### config.mk
export PLATFORM = sky130hd
export DESIGN_NAME = rah_rd_prefetch_flat
export DESIGN_NICKNAME = d
export VERILOG_FILES = /design/src/rtl/rah_rd_prefetch_if.sv /design/src/rtl/rah_rd_prefetch.sv /design/src/flat_wrapper.sv
export SDC_FILE = /design/constraint.sdc
export NUM_CORES = 1
export LEC_CHECK = 0
export BUFFER_PORTS_ARGS = -buffer_cell sky130_fd_sc_hd__buf_2
export CORE_ASPECT_RATIO = 1.1
export CORE_MARGIN = 10
export CORE_UTILIZATION = 60
export CTS_BUF_LIST = sky130_fd_sc_hd__clkbuf_4 sky130_fd_sc_hd__clkbuf_8
export DETAILED_ROUTE_END_ITERATION = 7
export MAX_ROUTING_LAYER = met4
export PLACE_DENSITY = 0.87
export RECOVER_POWER = 100
export SYNTH_ARGS = -nofsm -noshare
export SYNTH_HDL_FRONTEND = slang
export SYNTH_SLANG_ARGS = --single-unit
### constraint.sdc
create_clock -name clk -period 5.4 [get_ports clk]
set_input_delay 1.62 -clock clk [delete_from_list [all_inputs] [get_ports clk]]
set_output_delay 1.62 -clock clk [all_outputs]
set_load 0.005 [all_outputs]
### src/rtl/rah_rd_prefetch_if.sv
// -----------------------------------------------------------------------------
// rah_rd_prefetch_if
//   Signal bundle between a RAH per-app data-queue read port, the prefetch
//   block and the app compute logic that consumes the resulting stream.
//
//   Queue side : q_empty (queue empty flag), q_rden (read request),
//                q_data (read data, valid one cycle after q_rden)
//   Control    : flush (synchronous discard of buffered / in-flight words)
//   Stream side: m_valid, m_ready, m_data (oldest word first)
//   Status     : pkt_count (number of accepted stream handshakes)
//
//   master : the prefetch block itself
//   slave  : the surroundings (queue, consumer, control)
// -----------------------------------------------------------------------------
interface rah_rd_prefetch_if #(
    parameter int DATA_WIDTH = 48,
    parameter int CNT_WIDTH  = 32
);
    logic                  q_empty;
    logic                  q_rden;
    logic [DATA_WIDTH-1:0] q_data;
    logic                  flush;
    logic                  m_valid;
    logic                  m_ready;
    logic [DATA_WIDTH-1:0] m_data;
    logic [CNT_WIDTH-1:0]  pkt_count;

    modport master (
        input  q_empty,
        input  q_data,
        input  flush,
        input  m_ready,
        output q_rden,
        output m_valid,
        output m_data,
        output pkt_count
    );

    modport slave (
        output q_empty,
        output q_data,
        output flush,
        output m_ready,
        input  q_rden,
        input  m_valid,
        input  m_data,
        input  pkt_count
    );
endinterface

### src/rtl/rah_rd_prefetch.sv
// -----------------------------------------------------------------------------
// rah_rd_prefetch
//   Turns the empty/read-enable interface of a non-FWFT RAH data queue (one
//   cycle read latency) into a valid/ready stream. A 2-entry buffer absorbs the
//   read latency so one word per cycle is sustained without drops or
//   duplicates. Accepted handshakes are counted; flush discards everything
//   buffered or in flight.
//
//   Ports:
//     clk    : queue read clock and stream clock
//     rst_n  : asynchronous active-low reset
//     bus    : rah_rd_prefetch_if.master
//              q_empty/q_rden/q_data  queue read port
//              flush                  synchronous discard
//              m_valid/m_ready/m_data output stream
//              pkt_count              accepted handshake count (wraps)
// -----------------------------------------------------------------------------
module rah_rd_prefetch #(
    parameter int DATA_WIDTH = 48,
    parameter int CNT_WIDTH  = 32
) (
    input  logic              clk,
    input  logic              rst_n,
    rah_rd_prefetch_if.master bus
);

    localparam logic [CNT_WIDTH-1:0] CNT_ONE = {{(CNT_WIDTH-1){1'b0}}, 1'b1};

    // Two-entry buffer; head is the word on m_data, tail the next free slot.
    logic [DATA_WIDTH-1:0] buf_mem [2];
    logic                  head;
    logic                  tail;
    logic [1:0]            occ;
    // Registered copy of q_rden: a word lands on q_data this cycle.
    logic                  in_flight;
    logic [CNT_WIDTH-1:0]  pkt_count_r;

    logic                  pop;
    logic                  capture;
    logic                  issue;
    logic [2:0]            committed;

    always_comb begin
        pop       = (occ != 2'd0) && bus.m_ready;
        capture   = in_flight && !bus.flush;
        // Slots already spoken for after this edge. pop implies occ >= 1, so
        // the subtraction cannot underflow.
        committed = {1'b0, occ} + {2'b00, in_flight} - {2'b00, pop};
        // A read is issued only when its word is sure to find a free slot, so
        // occ + in_flight never exceeds 2. rst_n gating keeps q_rden low while
        // the block is held in reset.
        issue     = rst_n && !bus.flush && !bus.q_empty && (committed < 3'd2);
    end

    assign bus.q_rden    = issue;
    assign bus.m_valid   = (occ != 2'd0);
    assign bus.m_data    = buf_mem[head];
    assign bus.pkt_count = pkt_count_r;

    always_ff @(posedge clk or negedge rst_n) begin
        if (!rst_n) begin
            buf_mem[0]  <= '0;
            buf_mem[1]  <= '0;
            head        <= 1'b0;
            tail        <= 1'b0;
            occ         <= 2'd0;
            in_flight   <= 1'b0;
            pkt_count_r <= '0;
        end else begin
            in_flight <= issue;

            // A pop in the flush cycle is a real handshake and still counts.
            if (pop) begin
                pkt_count_r <= pkt_count_r + CNT_ONE;
            end

            if (bus.flush) begin
                // Buffered words are dropped; the in-flight word (if any) is
                // dropped because capture is suppressed this cycle.
                occ  <= 2'd0;
                head <= 1'b0;
                tail <= 1'b0;
            end else begin
                // Captured words always go through the buffer (no bypass), so
                // a word captured into an empty buffer shows up next cycle.
                if (capture) begin
                    buf_mem[tail] <= bus.q_data;
                    tail          <= ~tail;
                end
                if (pop) begin
                    head <= ~head;
                end
                occ <= occ + {1'b0, capture} - {1'b0, pop};
            end
        end
    end

endmodule

### src/flat_wrapper.sv
// flat-port wrapper written by rule: the top's interface ports become plain ports
module rah_rd_prefetch_flat 
#(
    parameter int DATA_WIDTH = 48,
    parameter int CNT_WIDTH  = 32
)
  (clk, rst_n, bus_q_empty, bus_q_data, bus_flush, bus_m_ready, bus_q_rden, bus_m_valid, bus_m_data, bus_pkt_count);
  rah_rd_prefetch_if #(.DATA_WIDTH(DATA_WIDTH), .CNT_WIDTH(CNT_WIDTH)) bus_i ();
  input  logic clk;
  input  logic rst_n;
  input wire logic [$bits(bus_i.q_empty)-1:0] bus_q_empty;
  input wire logic [$bits(bus_i.q_data)-1:0] bus_q_data;
  input wire logic [$bits(bus_i.flush)-1:0] bus_flush;
  input wire logic [$bits(bus_i.m_ready)-1:0] bus_m_ready;
  output wire logic [$bits(bus_i.q_rden)-1:0] bus_q_rden;
  output wire logic [$bits(bus_i.m_valid)-1:0] bus_m_valid;
  output wire logic [$bits(bus_i.m_data)-1:0] bus_m_data;
  output wire logic [$bits(bus_i.pkt_count)-1:0] bus_pkt_count;
  assign bus_i.q_empty = bus_q_empty;
  assign bus_i.q_data = bus_q_data;
  assign bus_i.flush = bus_flush;
  assign bus_i.m_ready = bus_m_ready;
  assign bus_q_rden = bus_i.q_rden;
  assign bus_m_valid = bus_i.m_valid;
  assign bus_m_data = bus_i.m_data;
  assign bus_pkt_count = bus_i.pkt_count;
  rah_rd_prefetch #(.DATA_WIDTH(DATA_WIDTH), .CNT_WIDTH(CNT_WIDTH)) u_core (.clk(clk), .rst_n(rst_n), .bus(bus_i));
endmodule
== Yosys cells after proc, flatten, opt, wreduce, memory -nomap -nowiden ==
Index checks and enable logic that the tools add are counted.

* $add $sub $neg: 5
* Magnitude comparators: 4
* Multiplexer cells: 11
* Bitwise gates (word level): 5
* Reductions and logical operators: 12

{| class="wikitable"
|+ Operators by type and width
! operator !! number
|-
| 48-bit 2-to-1 mux || 4
|-
| 96-bit bitwise mux || 1
|-
| 48-bit demux with 1-bit select || 1
|-
| 32-bit by 1-bit adder with 32-bit output, second input constant || 1
|-
| 1-bit logical AND || 6
|-
| 2-bit nonzero test || 3
|-
| 2-bit greater-or-equal comparator, second input constant || 2
|-
| 1-bit 2-to-1 mux || 4
|-
| 1-bit NOT with 2-bit output || 2
|-
| 2-bit by 1-bit adder with 3-bit output || 1
|-
| 3-bit by 2-bit < comparator with 1-bit output, second input constant || 1
|-
| 1-bit NOT || 3
|-
| 3-bit by 1-bit subtractor with 3-bit output || 1
|-
| 2-bit by 1-bit adder with 2-bit output || 1
|-
| 1-bit zero test || 2
|-
| 2-bit by 1-bit < comparator with 1-bit output, second input constant || 1
|-
| 2-bit 2-to-1 mux || 1
|-
| 2-bit AND reduction || 1
|-
| 2-bit by 1-bit subtractor with 2-bit output || 1
|}

* Register bits: 133
* Bits of input ports: 53
* Output and inout bits: 82

== Depth between registers and ports, before layout ==
Gate-level depths: netlist (run 1).

* Depth after elaboration: 6
* Mapped depth: 9
* Depth with buffers taken out: 8

== Worst setup path before layout (run 1) ==
No wires, ideal clock.

* Kind: in2out
* Start point: in bus_m_ready
* End point: out bus_q_rden
* Arrival time: 3.019 ns
* Data required time: 3.780 ns
* Setup slack: 0.761 ns
* Cell stages on the path: 8
* Buffers on the path: 1
* Cells stage by stage: and2_1 -> clkbuf_1 -> ha_1 -> inv_1 -> nand2_1 -> fa_1 -> nand4bb_1 -> nor2_1

* Word-level cells in the longest chain between the ends: 4

{| class="wikitable"
|+ Ends and longest elaborated chain
! what !! RTL line !! RTL
|-
| start: declaration || flat_wrapper.sv:14 || <nowiki>input wire logic [$bits(bus_i.m_ready)-1:0] bus_m_ready;</nowiki>
|-
| 1-bit logical AND || rah_rd_prefetch.sv:44 || <nowiki>pop = (occ != 2'd0) && bus.m_ready;</nowiki>
|-
| named net u_core.pop || rah_rd_prefetch.sv:38 || <nowiki>logic pop;</nowiki>
|-
| 3-bit by 1-bit subtractor with 3-bit output || rah_rd_prefetch.sv:48 || <nowiki>committed = {1'b0, occ} + {2'b00, in_flight} - {2'b00, pop};</nowiki>
|-
| 3-bit by 2-bit < comparator with 1-bit output || rah_rd_prefetch.sv:52 || <nowiki>issue = rst_n && !bus.flush && !bus.q_empty && (committed < 3'd2);</nowiki>
|-
| 1-bit logical AND || rah_rd_prefetch.sv:52 ||
|-
| end: declaration || flat_wrapper.sv:15 || <nowiki>output wire logic [$bits(bus_i.q_rden)-1:0] bus_q_rden;</nowiki>
|}

The timed path passes the listed nets, and every way through them passes these cells.

== Final worst setup path (run 1) ==
* Start point: in bus_m_ready
* End point: out bus_q_rden

* Word-level cells in the longest chain between the ends: 4

{| class="wikitable"
|+ Ends and longest elaborated chain
! what !! RTL line
|-
| 1-bit logical AND || rah_rd_prefetch.sv:44
|-
| 3-bit by 1-bit subtractor with 3-bit output || rah_rd_prefetch.sv:48
|-
| 3-bit by 2-bit < comparator with 1-bit output || rah_rd_prefetch.sv:52
|-
| 1-bit logical AND || rah_rd_prefetch.sv:52
|}

No other way between the ends.

==> out/results.ini, run 1 <==
[clocking]
postCtsHoldBufs=0
clkTransAtPathRegs_ns=0.07
htree_levels=4
numClockSinks=133
cts_root_buf=clkbuf_8
cts_setup_buffers=0
cts_made_buffers=17
tritoncts=built
clockBufferDepth=2
clk_latency_ns=0.43
cts_resized=0

[power]
p_leak_uw=0.003287
power_uw=3500
p_seq_share_pct=45.7
p_clk_share_pct=24.1
cell_internal_pwr_uw=2470
switching_share_pct=29.44
switchingPower_uw=1030
p_comb_share_pct=30.1
p_per_area_nw_per_um2=504.6
peakVddDrop_mv=0.2550

[sta]
fin_worst_skew_ns=0.009267
rsz0062_at_grt=false
slew_viol_final=168
fin_ws_ns=0.3734
fin_crit_ns=5.027
final-hold-violation-count=0
final-setup-viol-count=0
worst_slew_pin_slew_ns=2.850
max_slew_margin_pct=-90.01
tns_ns=0
fmax_mhz=198.9
period_share_pct=93.09

[routing]
drt-total-wl_um=12930
via_count=3749
post_drt_wl_per_cell_um=18.88
dr.pass1.iters=4
drc=0
ant_nets=0
drt_iter0_markers=185
via_per_inst=5.473

[yosys]
synthDominantCellAreaShare_pct=56.43
synth_area_leaders=dfrtp_1, mux2_2, xnor2_1
synth_warnings=0
syn_nets=474
seq_area_frac_synth_pct=56.43
synth_most_common_cell=mux2_2
synth_area_um2=5898
synth_edf_count=0
syn_area_per_cell_um2=14.18
synthCells=416
yosys_register_bits=133
synth_largest_area_cell=dfrtp_1
synth-main-ff-cell=dfrtp_1
synth_cell_types=29
synthArstFlopShare_pct=100.0
ys_top_cells_by_count=mux2_2, dfrtp_1, xnor2_1

[die]
dieWidth_um=114.5
fp.dieArea_um2=14200
io_pins=135
fp.dieH_um=124.0
start_util_pct=62.15
coreArea_um2=9490
num_rows=37

[place]
dpl.hpwl_um=9227
gp_congestion=0.8317
place_ws_ns=0.4462
io_buffers=134

[worst_setup_path]
cp-start-kind=primary input
crit_fanout=5
crit_path_end_kind=output port
cp.required_ns=3.78
worstSetupPathType=primary input to output port
arrival_ns=3.41

[global_routing]
grt-ovfl-total=0
grt_pass1_vias=4189
grt_antenna_before_repair=0
grtUsageTotal_pct=19.09
grt_pass1_wl_um=20840
grt_max_degree=81

[run_status]
outcome=finished, violations left
violations=max-capacitance violations, max-slew violations

[flow_run]
cap_violations=4

[final_layout]
syn_to_final_growth_pct=17.59
nNetsFinal=613
drive_gt1_share_pct=41.73
diodes=0

[worst_hold_path]
min_path_type=register to register

[critical path, stage by stage]
cell and delay [ns]:
clkbuf_1 0.11, and2_0 0.32, ha_1 0.29, inv_1 0.07
nand2_1 0.07, fa_1 0.48, nand4bb_1 0.11, nor2_1 0.19
clkbuf_1 0.14
[path summary, 6_finish.rpt]
check                                                      from                              endpoint  slack, ns  cells after the start
min in group asynchronous                                 rst_n        u_core.buf_mem[13]$_DFFE_PN0P_       2.33                      2
max                                                 bus_m_ready                            bus_q_rden       0.37                      9
min                        u_core.bus.pkt_count[31]$_DFFE_PN0P_  u_core.bus.pkt_count[31]$_DFFE_PN0P_       0.48                      1
max in group asynchronous                                 rst_n         u_core.buf_mem[0]$_DFFE_PN0P_       0.90                      3
min reg2reg                u_core.bus.pkt_count[31]$_DFFE_PN0P_  u_core.bus.pkt_count[31]$_DFFE_PN0P_       0.48                      1
max reg2reg                          u_core.in_flight$_DFF_PN0_        u_core.buf_mem[63]$_DFFE_PN0P_       1.68                      4
[metrics by stage]
step                      std cells  hold slack, ns  utilization (%)  instance area [µm²]
after floorplan                 416          0.4682                -                 5898
after detailed placement        653          0.4659            70.26                 6668
after global placement          653          0.4635            70.26                 6668
after global routing            685          0.5158            73.08                 6935
after CTS                       685          0.4812            74.57                 7077
final                           685          0.4831            73.08                 6935
[sequential cells by signal (all words and copies together), names as in the netlist]
name	count
u_core.buf_mem	96
u_core.bus.pkt_count	32
u_core.head	1
u_core.in_flight	1
u_core.occ	2
u_core.tail	1
[layout by cell type (no fill, tap or decap), types with 2 or more instances in the layout]
master      count
and4_1          4
clkinv_2        3
nor3_1          9
or2_2           2
or3_1           2
xnor2_1        23
clkbuf_8       21
nor2_1          8
nand4b_1        2
buf_2          60
bufinv_16       2
nor2b_1         3
nand3_1        12
and3_1          4
mux2_2        140
xor2_1         12
mux2_1          5
clkinvlp_4      3
inv_1           6
nand4_1         7
clkbuf_4        3
dfrtp_1       133
clkbuf_1       76
ha_1            4
nand2_1        14
[power by group through the flow]
stage / registers (µW) / clock network (µW) / logic, µW
final: 1600 / 844 / 1050
after global routing: 1650 / 899 / 1170
after CTS: 1610 / 856 / 1140
after floorplan: 1500 / 0 / 760
after global placement: 1580 / 0 / 1080
after detailed placement: 1620 / 0 / 1130
[metal layers]
metal	up-vias	part of all wire [%]	GRT usage [%]	wire [µm]
met5	-	0	-	0
met4	0	1.2	6.975	157
met3	14	6.2	5.916	800
met2	93	53	31.80	6831
met1	1896	40	21.22	5143
li1	1746	-	-	-
[final cells by class]
class,instances,area (µm²)
Clock buffer,24,311.5
Tap cell,117,146.4
Clock inverter,8,97.59
Sequential cell,133,3328
Inverter,6,22.52
Fill cell,671,2555
Multi-Input combinational cell,259,2431
Timing Repair Buffer,138,598.1
[cells by family after synthesis]
kind of cell	Yosys count	share of synthesized area, %
mux	145	27.68
flops	133	56.43
buf+inv	24	1.930
fa+ha+maj	5	1.188
simple gates	72	7.191
xor+xnor	35	5.197
compound gates	2	0.3818
No activity file was read; power rests on OpenSTA's default activity.
==> run 2, diff against run 1 <==
CORE_UTILIZATION = 56   (was 60)
PLACE_DENSITY = 0.82   (was 0.87)
clock period = 5.45 ns   (was 5.4 ns; I/O delays follow)
==> out/results.ini, run 2 (same netlist as run 1, synthesis figures left out) <==
[run_status]
outcome=finished, violations left
violations=max-capacitance violations, max-slew violations

[global_routing]
grtUsageTotal_pct=17.31  ; -1.8 points
grt_pass1_wl_um=20630  ; -0.99%
grt_pass1_vias=4242  ; +1.3%
grt_max_degree=69  ; -15%
grt_antenna_before_repair=1  ; +1
grt-ovfl-total=0  ; unchanged

[clocking]
postCtsHoldBufs=0  ; unchanged
clk_latency_ns=0.42  ; about the same
clockBufferDepth=2  ; unchanged
numClockSinks=133  ; unchanged
cts_resized=0  ; unchanged
htree_levels=4  ; unchanged
cts_made_buffers=17  ; unchanged
tritoncts=built
cts_root_buf=clkbuf_8
clkTransAtPathRegs_ns=0.06  ; about the same
cts_setup_buffers=0  ; unchanged

[sta]
final-hold-violation-count=0  ; unchanged
max_slew_margin_pct=-51.56  ; +38 points
final-setup-viol-count=0  ; unchanged
fin_worst_skew_ns=0.01210  ; +0.002832 ns
fin_ws_ns=0.4015  ; +0.02809 ns
fin_crit_ns=5.049
slew_viol_final=262  ; +56%
tns_ns=0  ; unchanged
fmax_mhz=198.1
period_share_pct=92.63
rsz0062_at_grt=false
worst_slew_pin_slew_ns=2.273  ; -0.5767 ns

[routing]
drc=0  ; unchanged
post_drt_wl_per_cell_um=17.72  ; -6.1%
ant_nets=0  ; unchanged
drt-total-wl_um=12620  ; -2.4%
dr.pass1.iters=7  ; +3
drt_iter0_markers=155  ; -16%
via_count=3772  ; +0.61%
via_per_inst=5.298  ; -3.2%

[worst_hold_path]
min_path_type=register to register
holdPathStages=1  ; unchanged
hold_end=u_core.bus.pkt_count[31]$_DFFE_PN0P_
hp-start=u_core.bus.pkt_count[31]$_DFFE_PN0P_

[flow_run]
cap_violations=5  ; +1

[worst_setup_path]
cp.required_ns=3.82  ; +0.04 ns
r2r-start=u_core.in_flight$_DFF_PN0_
arrival_ns=3.41  ; about the same
reg2reg_depth=4  ; unchanged
crit_fanout=5  ; unchanged
crit_path_end_kind=output port
rrSetupSlack_ns=1.64  ; -0.04 ns
cp-start-kind=primary input
r2r-end=u_core.buf_mem[82]$_DFFE_PN0P_
worstSetupPathType=primary input to output port

[final_layout]
nNetsFinal=614  ; +0.16%
finalNonFillerCells=712  ; +3.9%
layout_commonest_cell=mux2_2
largest-register=u_core.buf_mem
syn_to_final_growth_pct=17.63  ; about the same
drive_gt1_share_pct=42.61  ; +0.88 points
largest_register_ffs=96  ; unchanged
final_cell_mix=mux2_2, dfrtp_1, clkbuf_1

[die]
io_pins=135  ; unchanged
fp.dieH_um=127.6  ; +2.9%
coreArea_um2=10340  ; +9.0%
start_util_pct=57.01  ; -5.1 points
fp.dieArea_um2=15040  ; +5.9%
num_rows=39  ; +5.4%
dieWidth_um=117.9  ; +2.9%

[power]
p_leak_uw=0.003295  ; +0.25%
peakVddDrop_mv=0.2601  ; +2.0%
p_per_area_nw_per_um2=487.6  ; -3.4%

[place]
dpl.hpwl_um=8942  ; -3.1%
place_ws_ns=0.4994  ; +0.05323 ns
io_buffers=134  ; unchanged
gp_congestion=0.7668  ; -7.8%
place_inst=680  ; +4.1%

-- run 2: worst max-delay path by stage --
stage                startpoint          to  slack [ns]  cells past startpoint
floorplan           bus_m_ready  bus_q_rden        0.78                      8
global placement    bus_m_ready  bus_q_rden        0.59                      9
detailed placement  bus_m_ready  bus_q_rden        0.50                      9
CTS                 bus_m_ready  bus_q_rden        0.49                      9
global route        bus_m_ready  bus_q_rden        0.23                      9
finish              bus_m_ready  bus_q_rden        0.40                      9
-- run 2: power breakdown --
group          internal (µW)  switching (µW)  total [µW]
Combinational            644             408        1050
Clock                    422             332         754
Sequential              1340             238        1580
-- run 2: area by class of cell --
cell class,instances,area [µm²]
diodes,1,2.502
repair buffers,139,604.3
inverters,6,22.52
well taps,143,178.9
clock inverters,5,50.05
fillers,838,3407
multi-input cells,259,2431
flip-flops and latches,133,3328
clock buffers,26,320.3
-- run 2: worst max-delay path: stages --
cell and delay (ns):
clkbuf_1 0.12, and2_0 0.33, ha_1 0.29, inv_1 0.08
nand2_1 0.07, fa_1 0.49, nand4bb_1 0.11, nor2_1 0.16
clkbuf_1 0.13
-- run 2: metrics by stage --
step	area (µm²)	util [%]	power [µW]	hold slack, ns
floorplan	5898	-	2238	0.4682
global route	6938	67.07	3617	0.5162
CTS	7078	68.42	3490	0.4738
detailed placement	6708	64.84	2721	0.4636
global placement	6708	64.84	2647	0.4580
finish	6938	67.07	3383	0.4717
-- run 2: metal layers --
metal / track usage (%) / up-vias / wire, µm
met5: - / - / 0
met4: 5.677 / 0 / 133
met3: 5.154 / 14 / 544
met2: 28.48 / 99 / 6506
met1: 20.06 / 1921 / 5431
li1: - / 1738 / -
==> run 3, diff against run 2 <==
CELL_PAD_IN_SITES_DETAIL_PLACEMENT = 0   (was default)
CELL_PAD_IN_SITES_GLOBAL_PLACEMENT = 1   (was default)
CORE_UTILIZATION = 45   (was 56)
PLACE_DENSITY = default   (was 0.82)
PLACE_DENSITY_LB_ADDON = 0.1   (was default)
==> out/results.ini, run 3 (same netlist as run 1, synthesis figures left out) <==
[global_routing]
grt_pass1_vias=4164  ; -1.8%
grt_antenna_before_repair=0  ; -1
grt_max_degree=134  ; +94%
grt_pass1_wl_um=21170  ; +2.6%
grtUsageTotal_pct=15.38  ; -1.9 points
grt-ovfl-total=0  ; unchanged

[worst_setup_path]
crit_fanout=5  ; unchanged
cpMostUsedCell=clkbuf_1
crit_path_end_kind=output port
arrival_ns=3.40  ; about the same
cp_slowest_cell=fa_1
crit_end=bus_q_rden
r2r-start=u_core.in_flight$_DFF_PN0_
rrSetupSlack_ns=1.72  ; +0.08 ns
path_cells=clkbuf_1, and2_0, ha_1, inv_1, nand2_1, fa_1, nand4bb_1, nor2_1, clkbuf_1
crit_start=bus_m_ready
cp-start-kind=primary input
reg2reg_depth=4  ; unchanged
r2r-end=u_core.buf_mem[68]$_DFFE_PN0P_
critPathTopFamily=adder cells
cp.required_ns=3.82  ; about the same
path_depth=9  ; unchanged
worstSetupPathType=primary input to output port
worst-path-buf-inv=3  ; unchanged
slowest_delay_ns=0.48  ; about the same

[clocking]
clkTransAtPathRegs_ns=0.06  ; about the same
cts_resized=0  ; unchanged
clk_latency_ns=0.44  ; +0.02 ns
numClockSinks=133  ; unchanged
htree_levels=4  ; unchanged
cts_setup_buffers=0  ; unchanged
cts_made_buffers=17  ; unchanged
clockBufferDepth=2  ; unchanged
tritoncts=built
cts_root_buf=clkbuf_8
postCtsHoldBufs=0  ; unchanged

[run_status]
outcome=finished, violations left
violations=max-capacitance violations, max-slew violations

[final_layout]
nNetsFinal=613  ; -0.16%
n_fill_cell=1176  ; +40%
largest_register_ffs=96  ; unchanged
layout_commonest_cell=mux2_2
seqCellArea_um2=3328  ; unchanged
syn_to_final_growth_pct=18.39
diodes=0  ; -1
final_cell_mix=mux2_2, dfrtp_1, buf_2
drive_gt1_share_pct=44.35  ; +1.7 points
largest-register=u_core.buf_mem
final_area_um2=6983  ; +0.65%
multi_input_area_um2=2431  ; unchanged

[sta]
fin_crit_ns=5.039  ; -0.009517 ns
tns_ns=0  ; unchanged
period_share_pct=92.46  ; -0.17 points
max_slew_margin_pct=-115.9  ; -64 points
rsz0062_at_grt=false
worst_slew_pin_slew_ns=3.238  ; +0.9649 ns
slew_viol_final=202  ; -23%
final-setup-viol-count=0  ; unchanged
final-hold-violation-count=0  ; unchanged
fin_worst_skew_ns=0.006939  ; -0.005160 ns
fmax_mhz=198.5  ; +0.19%

[die]
num_rows=43  ; +10%
fp.dieH_um=140.1  ; +9.7%
dieWidth_um=129.2  ; +9.6%
coreArea_um2=12750  ; +23%
io_pins=135  ; unchanged
fp.dieArea_um2=18090  ; +20%
start_util_pct=46.26  ; -11 points

[power]
switchingPower_uw=982.0  ; +0.46%
p_comb_share_pct=31.6  ; +0.5 points
p_clk_share_pct=23.1  ; +0.8 points
p_leak_uw=0.003351  ; +1.7%
switching_share_pct=28.82  ; -0.077 points
p_seq_share_pct=45.3  ; -1.3 points
p_per_area_nw_per_um2=488.1  ; about the same
peakVddDrop_mv=0.2146  ; -17%
cell_internal_pwr_uw=2426  ; +0.84%

[worst_hold_path]
min_path_type=register to register
holdPathStages=1  ; unchanged

[routing]
drt-total-wl_um=13010  ; +3.1%
via_count=3734  ; -1.0%
drt_iter0_markers=220  ; +42%
post_drt_wl_per_cell_um=17.99  ; +1.5%
via_per_inst=5.165  ; -2.5%
drc=0  ; unchanged
ant_nets=0  ; unchanged
dr.pass1.iters=4  ; -3

[place]
gp_congestion=0.7861  ; +2.5%
dpl.hpwl_um=9112  ; +1.9%
io_buffers=134  ; unchanged
placed_cell_area_um2=6730  ; +0.34%

[flow_run]
cap_violations=3  ; -2

run 3: cell count changes in the layout (fill, tap and decap cells not counted), sizes merged:
cell | before | now
clkbuf | 101 | 87
diode | 1 | 0
buf | 64 | 77
clkinv | 4 | 3
run 3: stage by stage:
stage	worst slack, ns	util (%)	hold WS (ns)	total power (µW)	cells
final	0.4110	54.76	0.4720	3408	723
after global routing	0.2772	54.76	0.4902	3647	723
after CTS	0.5032	55.79	0.4754	3523	723
after detailed placement	0.5061	52.78	0.4656	2719	693
after global placement	0.5626	52.78	0.4612	2670	693
after floorplan	0.7810	-	0.4682	2238	416
run 3: cell type report:
cell class,count,area share [%]
Tap cell,157,2.813
Multi-Input combinational cell,259,34.81
Inverter,6,0.3225
Sequential cell,133,47.66
Timing Repair Buffer,138,8.887
Clock buffer,26,4.856
Clock inverter,4,0.6450
run 3: how the worst min path moves through the flow:
stage	start	endpoint	slack, ns
3_5_place_dp	u_core.bus.pkt_count[31]$_DFFE_PN0P_	u_core.bus.pkt_count[31]$_DFFE_PN0P_	0.47
6_report	u_core.bus.pkt_count[31]$_DFFE_PN0P_	u_core.bus.pkt_count[31]$_DFFE_PN0P_	0.47
5_1_grt	u_core.bus.pkt_count[31]$_DFFE_PN0P_	u_core.bus.pkt_count[31]$_DFFE_PN0P_	0.49
2_1_floorplan	u_core.bus.pkt_count[31]$_DFFE_PN0P_	u_core.bus.pkt_count[31]$_DFFE_PN0P_	0.47
3_3_place_gp	u_core.bus.pkt_count[31]$_DFFE_PN0P_	u_core.bus.pkt_count[31]$_DFFE_PN0P_	0.46
4_1_cts	u_core.bus.pkt_count[31]$_DFFE_PN0P_	u_core.bus.pkt_count[31]$_DFFE_PN0P_	0.48
run 3: worst reg2reg max path, cell delays in order, from the launching register on:
cell	delay (ns)
dfrtp_1	0.38
nor2b_1	0.23
nor2b_1	1.76
clkbuf_2	0.81
mux2_2	0.42
run 3: routing by layer:
metal / track usage, % / up-vias / share of wire [%]
li1: - / 1737 / -
met1: 18.63 / 1885 / 45
met2: 23.53 / 94 / 48
met3: 4.417 / 18 / 5.3
met4: 6.471 / 0 / 1.7
met5: - / - / 0
run 3: power groups by stage:
stage | logic (µW) | registers (µW) | clock network [µW]
4_1_cts | 1160 | 1550 | 816
5_1_grt | 1190 | 1590 | 863
3_5_place_dp | 1150 | 1570 | 0
6_report | 1080 | 1540 | 789
2_1_floorplan | 753 | 1480 | 0
3_3_place_gp | 1130 | 1540 | 0
